### config.mk
export PLATFORM = sky130hd
export DESIGN_NAME = tlb_inv_engine
export DESIGN_NICKNAME = d
export VERILOG_FILES = /design/src/rtl/tlb_pkg.sv /design/src/rtl/invtlb_match.sv /design/src/rtl/tlb_inv_engine.sv
export SDC_FILE = /design/constraint.sdc
export NUM_CORES = 1
export LEC_CHECK = 0
export BUFFER_PORTS_ARGS = -buffer_cell sky130_fd_sc_hd__buf_2
export CORE_MARGIN = 2
export CORE_UTILIZATION = 51
export DETAILED_ROUTE_END_ITERATION = 8
export PLACE_DENSITY_LB_ADDON = 0.08
export SETUP_SLACK_MARGIN = 0.15
export SYNTH_ARGS = -nofsm -noshare
export SYNTH_HDL_FRONTEND = slang
export SYNTH_SLANG_ARGS = --single-unit
### constraint.sdc
create_clock -name clk -period 3.5 [get_ports clk]
set_clock_uncertainty 0.05 [all_clocks]
set_input_delay 0.7 -clock clk [delete_from_list [all_inputs] [get_ports clk]]
set_output_delay 0.7 -clock clk [all_outputs]
set_load 0.03 [all_outputs]
### src/rtl/tlb_pkg.sv
// Shared TLB constants: INVTLB op codes, page sizes, invalidate-engine state encoding.
// Optional feature macro used by tlb_inv_engine: INVTLB_FAST_ALL_EN.
package tlb_pkg;

    localparam int unsigned TLB_ENTRIES = 64;
    localparam int unsigned IDX_W       = 6;

    localparam logic [5:0] PS_4K   = 6'd12;
    localparam logic [5:0] PS_HUGE = 6'd21;

    localparam logic [4:0] INV_ALL0       = 5'd0;
    localparam logic [4:0] INV_ALL1       = 5'd1;
    localparam logic [4:0] INV_G          = 5'd2;
    localparam logic [4:0] INV_NG         = 5'd3;
    localparam logic [4:0] INV_NG_ASID    = 5'd4;
    localparam logic [4:0] INV_NG_ASID_VA = 5'd5;
    localparam logic [4:0] INV_GASID_VA   = 5'd6;

    typedef enum logic [1:0] {
        ST_IDLE,
        ST_WALK,
        ST_DONE
    } inv_state_e;

    function automatic logic op_is_legal(input logic [4:0] op);
        return op <= INV_GASID_VA;
    endfunction

endpackage

### src/rtl/invtlb_match.sv
// Combinational INVTLB entry matcher: op/ASID/VA/PS compare against one TLB entry.
// Shared between the invalidate walker and the TLBSRCH path.
module invtlb_match #(
    parameter logic [5:0] HUGE_PS = tlb_pkg::PS_HUGE
) (
    input  logic [4:0]  i_op,
    input  logic [9:0]  i_asid,
    input  logic [18:0] i_va,
    input  logic        i_ent_g,
    input  logic [9:0]  i_ent_asid,
    input  logic [18:0] i_ent_vpn,
    input  logic [5:0]  i_ent_ps,
    output logic        o_match
);
    import tlb_pkg::*;

    logic w_asid_eq;
    logic w_vam;

    always_comb begin
        w_asid_eq = (i_asid == i_ent_asid);
        // Huge pages only cover VA[31:22], i.e. bits [18:9] of the VA[31:13] operand
        if (i_ent_ps == HUGE_PS) begin
            w_vam = (i_va[18:9] == i_ent_vpn[18:9]);
        end else begin
            w_vam = (i_va == i_ent_vpn);
        end

        o_match = 1'b0;
        case (i_op)
            INV_ALL0, INV_ALL1: o_match = 1'b1;
            INV_G:              o_match = i_ent_g;
            INV_NG:             o_match = ~i_ent_g;
            INV_NG_ASID:        o_match = ~i_ent_g & w_asid_eq;
            INV_NG_ASID_VA:     o_match = ~i_ent_g & w_asid_eq & w_vam;
            INV_GASID_VA:       o_match = (i_ent_g | w_asid_eq) & w_vam;
            default:            o_match = 1'b0;
        endcase
    end

endmodule

### src/rtl/tlb_inv_engine.sv
// INVTLB sequencer: walks every TLB entry, clears E on matches, reports done/illegal op.
// Optional macro INVTLB_FAST_ALL_EN adds flash_clr for a single-cycle op 0/1 flush.
module tlb_inv_engine #(
    parameter int unsigned TLB_ENTRIES = tlb_pkg::TLB_ENTRIES,
    parameter int unsigned IDX_W       = tlb_pkg::IDX_W,
    parameter logic [5:0]  PS_HUGE     = tlb_pkg::PS_HUGE
) (
    input  logic             clk,
    input  logic             rst_n,
    input  logic             inv_valid,
    output logic             inv_ready,
    input  logic [4:0]       inv_op,
    input  logic [9:0]       inv_asid,
    input  logic [18:0]      inv_va,
    input  logic             tlb_wr_busy,
    output logic [IDX_W-1:0] rd_idx,
    input  logic             rd_e,
    input  logic             rd_g,
    input  logic [9:0]       rd_asid,
    input  logic [18:0]      rd_vpn,
    input  logic [5:0]       rd_ps,
    output logic             clr_en,
    output logic [IDX_W-1:0] clr_idx,
    output logic             done,
    output logic             op_illegal,
    output logic             busy
`ifdef INVTLB_FAST_ALL_EN
    ,
    output logic             flash_clr
`endif
);
    import tlb_pkg::*;

    inv_state_e       r_state;
    inv_state_e       w_next;
    logic [IDX_W-1:0] r_idx;
    logic [4:0]       r_op;
    logic [9:0]       r_asid;
    logic [18:0]      r_va;

    logic w_match;
    logic w_last;
    logic w_accept;
    logic w_clr;
    logic w_ready;
    logic w_flash;

    invtlb_match #(
        .HUGE_PS (PS_HUGE)
    ) u_match (
        .i_op       (r_op),
        .i_asid     (r_asid),
        .i_va       (r_va),
        .i_ent_g    (rd_g),
        .i_ent_asid (rd_asid),
        .i_ent_vpn  (rd_vpn),
        .i_ent_ps   (rd_ps),
        .o_match    (w_match)
    );

    assign w_last = (r_idx == IDX_W'(TLB_ENTRIES - 1));

    always_comb begin
        w_next     = r_state;
        w_ready    = 1'b0;
        w_accept   = 1'b0;
        w_clr      = 1'b0;
        w_flash    = 1'b0;
        busy       = 1'b0;
        done       = 1'b0;
        op_illegal = 1'b0;
        case (r_state)
            ST_IDLE: begin
                w_ready = 1'b1;
`ifdef INVTLB_FAST_ALL_EN
                // Flash clear must not race a TLBWR/TLBFILL write, so op 0/1 waits here
                if (tlb_wr_busy && (inv_op <= INV_ALL1)) begin
                    w_ready = 1'b0;
                end
`endif
                w_accept = inv_valid & w_ready;
                if (w_accept) begin
                    if (!op_is_legal(inv_op)) begin
                        w_next = ST_DONE;
`ifdef INVTLB_FAST_ALL_EN
                    end else if (inv_op <= INV_ALL1) begin
                        w_flash = 1'b1;
                        w_next  = ST_DONE;
`endif
                    end else begin
                        w_next = ST_WALK;
                    end
                end
            end
            ST_WALK: begin
                busy = 1'b1;
                if (!tlb_wr_busy) begin
                    w_clr = rd_e & w_match;
                    if (w_last) begin
                        w_next = ST_DONE;
                    end
                end
            end
            ST_DONE: begin
                done       = 1'b1;
                op_illegal = ~op_is_legal(r_op);
                w_next     = ST_IDLE;
            end
            default: w_next = ST_IDLE;
        endcase
    end

    always_ff @(posedge clk) begin
        if (!rst_n) begin
            r_state <= ST_IDLE;
            r_idx   <= '0;
            r_op    <= '0;
            r_asid  <= '0;
            r_va    <= '0;
        end else begin
            r_state <= w_next;
            if (w_accept) begin
                r_op   <= inv_op;
                r_asid <= inv_asid;
                r_va   <= inv_va;
                r_idx  <= '0;
            end else if ((r_state == ST_WALK) && !tlb_wr_busy && !w_last) begin
                r_idx <= r_idx + 1'b1;
            end
        end
    end

    assign inv_ready = w_ready;
    assign rd_idx    = r_idx;
    assign clr_idx   = r_idx;
    // A clear issued in a reset cycle would land on the reset edge; suppress it
    assign clr_en    = w_clr & rst_n;
`ifdef INVTLB_FAST_ALL_EN
    assign flash_clr = w_flash;
`endif

endmodule
# Word-level counts from Yosys, hierarchy flattened
# Index checks and enable logic that the tools add are counted.
[word_totals]
register_bits = 42
latchBits = 0
mem_bits_rw = 0
rom_bits = 0
inputBits = 75
out_inout_bits = 17
elab_cells = 56
n_memories = 0
[classes]
add_sub_neg = 1
multipliers = 0
div = 0
magnitude_cmp = 2
eq_ne = 16
n_shift = 0
muxes = 14
n_bitwise = 9
n_reduce_logical = 9
[ops]
columns = ["op", "count"]
rows = [
  ["$eq 10x10->1", 2],
  ["$eq 19x19->1", 1],
  ["$eq 5x3->1 const B", 3],
  ["$eq 5x2->1 const B", 2],
  ["$le 5x3->1 const B", 2],
  ["$mux 1", 8],
  ["$mux 2", 4],
  ["$add 6x1->6 const B", 1],
  ["$eq 6x5->1 const B", 1],
  ["$eq 6x6->1 const B", 1],
  ["$ne 2x2->1 const B", 3],
  ["$pmux 1 s6", 1],
  ["$and 1x1->1", 5],
  ["$eq 5x1->1 const B", 1],
  ["$logic_not 5->1", 1],
  ["$pmux 2 s2", 1],
  ["$reduce_or 2->1", 2],
  ["$not 1->1", 3],
  ["$reduce_and 3->1", 1],
  ["$eq 2x1->1 const B", 1],
  ["$eq 2x2->1 const B", 1],
  ["$logic_and 1x1->1", 2],
  ["$logic_not 1->1", 2],
  ["$logic_not 2->1", 1],
  ["$or 1x1->1", 1],
]

# Depth between registers and ports, before layout
[logic_depth]
word_depth = 8
ltp_mapped = 6
depth_no_buf = 6

# By module
# From an unflattened synthesis, not the netlist that was laid out.
[hier_totals]
hier_cells = 260
hier_area_um2 = 2194.6
[by_module_without_submodules]
columns = ["module", "instances", "cells_per_inst", "area_each_um2", "seq_area_each_um2"]
rows = [
  ["tlb_inv_engine", 1, 208, 1785.5, 840.8],
  ["invtlb_match", 1, 52, 409.1, 0.0],
]

# Worst setup path before layout
# OpenSTA, ideal clock, no wires.
[synth_timing]
path_kind = "input to output"
startpoint = "input rd_asid[5]"
endpoint = "output clr_en"
t_arrival_ps = 2116
slack_ps = 634
path_stages = 5
n_path_buf = 0
cell_sequence = "xor2_1 > or4_4 > nor3_2 > o21ai_1 > o22ai_1"
[synth_between]
elab_chain_cells = 8
word_cells_on_any_way = 10
[synth_rtl]
columns = ["item", "line", "rtl"]
rows = [
  ["start: declaration", "tlb_inv_engine.sv:19", "input logic [9:0] rd_asid,"],
  ["$eq 10x10->1 *", "invtlb_match.sv:21", "w_asid_eq = (i_asid == i_ent_asid);"],
  ["$or 1x1->1 or $and 1x1->1 (tied branches)", "invtlb_match.sv:36, invtlb_match.sv:34, invtlb_match.sv:35", ""],
  ["$and 1x1->1 (on tied branches)", "invtlb_match.sv:36, invtlb_match.sv:35", ""],
  ["$pmux 1 s6 *", "invtlb_match.sv:30", "case (i_op)"],
  ["$and 1x1->1 *", "tlb_inv_engine.sv:98", "w_clr = rd_e & w_match;"],
  ["$mux 1 *", "tlb_inv_engine.sv:97", "if (!tlb_wr_busy) begin"],
  ["$mux 1 *", "tlb_inv_engine.sv:72", "case (r_state)"],
  ["$and 1x1->1 *", "tlb_inv_engine.sv:137", "assign clr_en = w_clr & rst_n;"],
  ["end: declaration", "tlb_inv_engine.sv:22", "output logic clr_en,"],
]
# Mark *: on every way between the ends. The rest lies on a longest branch, timed or not.

# Worst setup path after layout
# Ends and elaborated chain as after synthesis.

==> summary.txt <==
=================================================================================
Sink count of the clock tree                                                   42
Multi-input gate area                                                    1170 um2
Number of instances resized during post-cts repair                              0
Warnings from Yosys                                                             0
Sequential cell area                                                      841 um2
Number of buffers created by CTS                                                5
Terminus of the critical flop-to-flop path                                r_va[6]
Adder and majority cell fraction of the synthesized area                   0.597%
Number of vias in the routed layout                                          1885
Count of nets after finishing                                                 413
RSZ-0062 raised after global routing                                           no
Syn nets                                                                      328
Worst endpoint data arrival time                                          2.12 ns
Largest vdd supply drop                                                0.000217 V
Port Buffer Count                                                              91
Kind of critical path                                                input pin to output pin
Diode insertion count for antenna repair                                        0
Worst setup path startpoint                                            rd_asid[5]
Master cell of the clock root buffer                                     clkbuf_8
Mean instance size in the synthesized netlist                            8.31 um2
Congestion Overflow GR                                                          0
Final number of max-transition violations                                       0
Number of standard cells after synthesis                                      252
Crit path time final                                                      2.87 ns
Die area                                                                 4640 um2
First-pass GRT wire length                                                6930 um
Fraction of synthesized cell area in xor and xnor cells                     15.1%
Number of synthesized register bits                                            42
Type of origin of the critical path                                     input pin
Max capacitance violation total                                                 0
Post-CTS setup repair buffer count                                              0
Hold-fix buffers at CTS                                                         0
Nature of the critical path endpoint                                   output pin
Fraction of the mapped netlist area in compound gates                       16.1%
HPWL after DPL                                                            3450 um
Hold Crit Endpoint                                                      r_asid[8]
Setup total negative slack                                                   0 ns
Seq/Total Area, Yosys                                                       40.1%
Number of placement rows                                                       23
Launch point of the worst reg-to-reg path                              r_state[1]
Vias per std cell                                                            4.88
Clock tree from TritonCTS                                                     yes
Synth-to-Final Area Change                                                  26.1%
Number of different library cells in the post-synthesis netlist                33
Minimum hold slack                                                       0.418 ns
DIE WIDTH                                                                 68.1 um
Pwr per Cell Area                                                      382 nW/um2
Synthesized area                                                         2090 um2
Synthesized-area fraction occupied by and/or/nand/nor cells                 23.5%
Last weighted congestion value of the routability-driven placer             0.825
I/O Pins                                                                       92
Dominant combinational cell family by area after synthesis           simple AND/OR/NAND/NOR gates
Maximum fanout along the worst path                                             2
Hold WC Path Type                                                    flop to flop
Required @ worst endpoint                                                 2.75 ns
Fraction of layout cells with a size suffix above 1                         30.7%
Maximum clock insertion buffer count                                            2
Fillers                                                                       397
Detailed router's first-iteration violation count                              55
Leakage power total                                                       1.16 nW
Result of the run                                                    finished, final reports clean
Antenna violations before repair                                                0
Number of failing hold endpoints at the final stage                             0
Total track usage                                                           20.1%
Worst reg-to-reg path cell count                                                4
Iteration count of the initial detailed-routing pass                            6
Register-to-register setup slack                                          1.81 ns
Maximum clock frequency                                                   348 MHz
Clock latency reported for the late side of the worst-skew pair           0.29 ns
Worst min-delay path startpoint                                         r_asid[8]
Register clock-pin slew on the reported worst setup and hold paths        0.07 ns
Remaining antenna violation count                                               0
Initial Util                                                                52.7%
Worst relative slew slack                                                   57.0%
Post-route clock period utilization                                         82.1%
Pin count of the biggest net entering global routing                           38
Proportion of synthesized area in mux cells                                0.478%
Y dimension of the die                                                    68.1 um
Via count of the first global-routing pass                                   1683
Routed wire per std cell                                                  12.0 um
Post-Route WL                                                             4650 um
Tightest Pin Transition                                                  0.643 ns
Clock H-tree levels                                                             2
Number of design rule violations left after detail routing                      0
Core Region                                                              3970 um2
Number of setup violations in the final report                                  0
Cell depth of the worst hold path                                               2
=================================================================================
[how the worst max path moves through the flow]
stage	to
after global routing	clr_en
final	clr_en
after CTS	clr_en
after floorplan	clr_en
after detailed placement	clr_en
after global placement	clr_en
[logic make-up (layout without fill, tap and decap cells)]
kind of cell,after synthesis,count (layout)
buffers and inverters,17,101
xor gates and xnor gates,36,36
DFF,42,42
and+or+nand+nor,109,109
AOI/OAI and AO/OA,46,46
adders and majority gates,1,1
muxes,1,1
[placed cells by master, fill, tap and decap left out, types with 2 or more instances in the layout]
master    synthesis  layout
nor2_1            7       7
a21boi_0         29      29
buf_2             0      91
nand2_1          75      75
xor2_1           15      15
nor2b_1           3       3
nor3_1            4       4
a21oi_1           3       3
nand3_1           3       3
nand4_1           7       7
dfxtp_1          42      42
buf_4             6       3
a311oi_1          2       2
clkbuf_8          0       6
xnor2_1          21      21
a21boi_1          6       6
[through the flow]
step / setup WS, ns / power [mW] / area, um2 / instances / util [%]
final: 0.626 / 1.01 / 2640 / 386 / 66.5
after global routing: 0.559 / 1.06 / 2640 / 386 / 66.5
after CTS: 0.623 / 1.02 / 2640 / 386 / 66.5
after detailed placement: 0.625 / 0.718 / 2560 / 380 / 64.4
after global placement: 0.615 / 0.715 / 2560 / 380 / 64.4
after floorplan: 0.634 / 0.643 / 2090 / 252 / -
[sequential cells by signal (all words and copies together), names as in the netlist]
signal,count
r_va,19
clr_idx,6
r_state,2
r_asid,10
r_op,5
[routing by layer]
metal	track usage, %	wire (um)	vias to the layer above	share of wire (%)
met5	0	0	-	0
li1	-	-	999	-
met1	22.0	2030	819	44
met3	5.43	342	6	7.4
met4	8.75	63	0	1.4
met2	36.0	2220	61	48
[cells in the mapped netlist (all sizes together)]
master | n | share of area [%]
or4 | 1 | 0.54
a21oi | 3 | 0.72
o21a | 1 | 0.36
mux2i | 1 | 0.48
nor2 | 7 | 1.3
o21ai | 1 | 0.24
nand2 | 75 | 13
nand4 | 7 | 2.1
nor3b | 1 | 0.36
xor2 | 15 | 6.3
a311oi | 2 | 0.84
inv | 1 | 0.18
nand4b | 1 | 0.42
xnor2 | 21 | 8.8
o22ai | 1 | 0.30
ha | 1 | 0.60
o21bai | 1 | 0.36
dfxtp | 42 | 40
nor4bb | 1 | 0.48
clkbuf | 10 | 1.8
nor2b | 3 | 0.90
nand3b | 1 | 0.36
a21boi | 35 | 13
nor4 | 1 | 0.30
and3 | 1 | 0.30
a21o | 1 | 0.36
and4b | 1 | 0.48
o31ai | 1 | 0.36
buf | 6 | 2.2
nor3 | 6 | 1.9
nand3 | 3 | 0.72
[worst max-delay path: stages]
cell	delay, ns
buf_2	0.10
xor2_1	0.13
or4_4	0.50
nor3_2	0.23
a21oi_1	0.10
o22ai_1	0.15
buf_2	0.22
[layout make-up]
class	instances	area share, %
repair buffers	94	18.1
multi-input cells	193	44.4
clock buffers	6	3.13
flip-flops and latches	42	31.8
inverters	1	0.142
well taps	50	2.37
[power breakdown]
group / total, mW / internal (mW) / switching [mW]
Clock: 0.303 / 0.152 / 0.151
Combinational: 0.176 / 0.0876 / 0.0881
Sequential: 0.529 / 0.506 / 0.0234
Total: 1.01 / 0.746 / 0.262
Note: power is estimated with default switching activity, not from simulation.
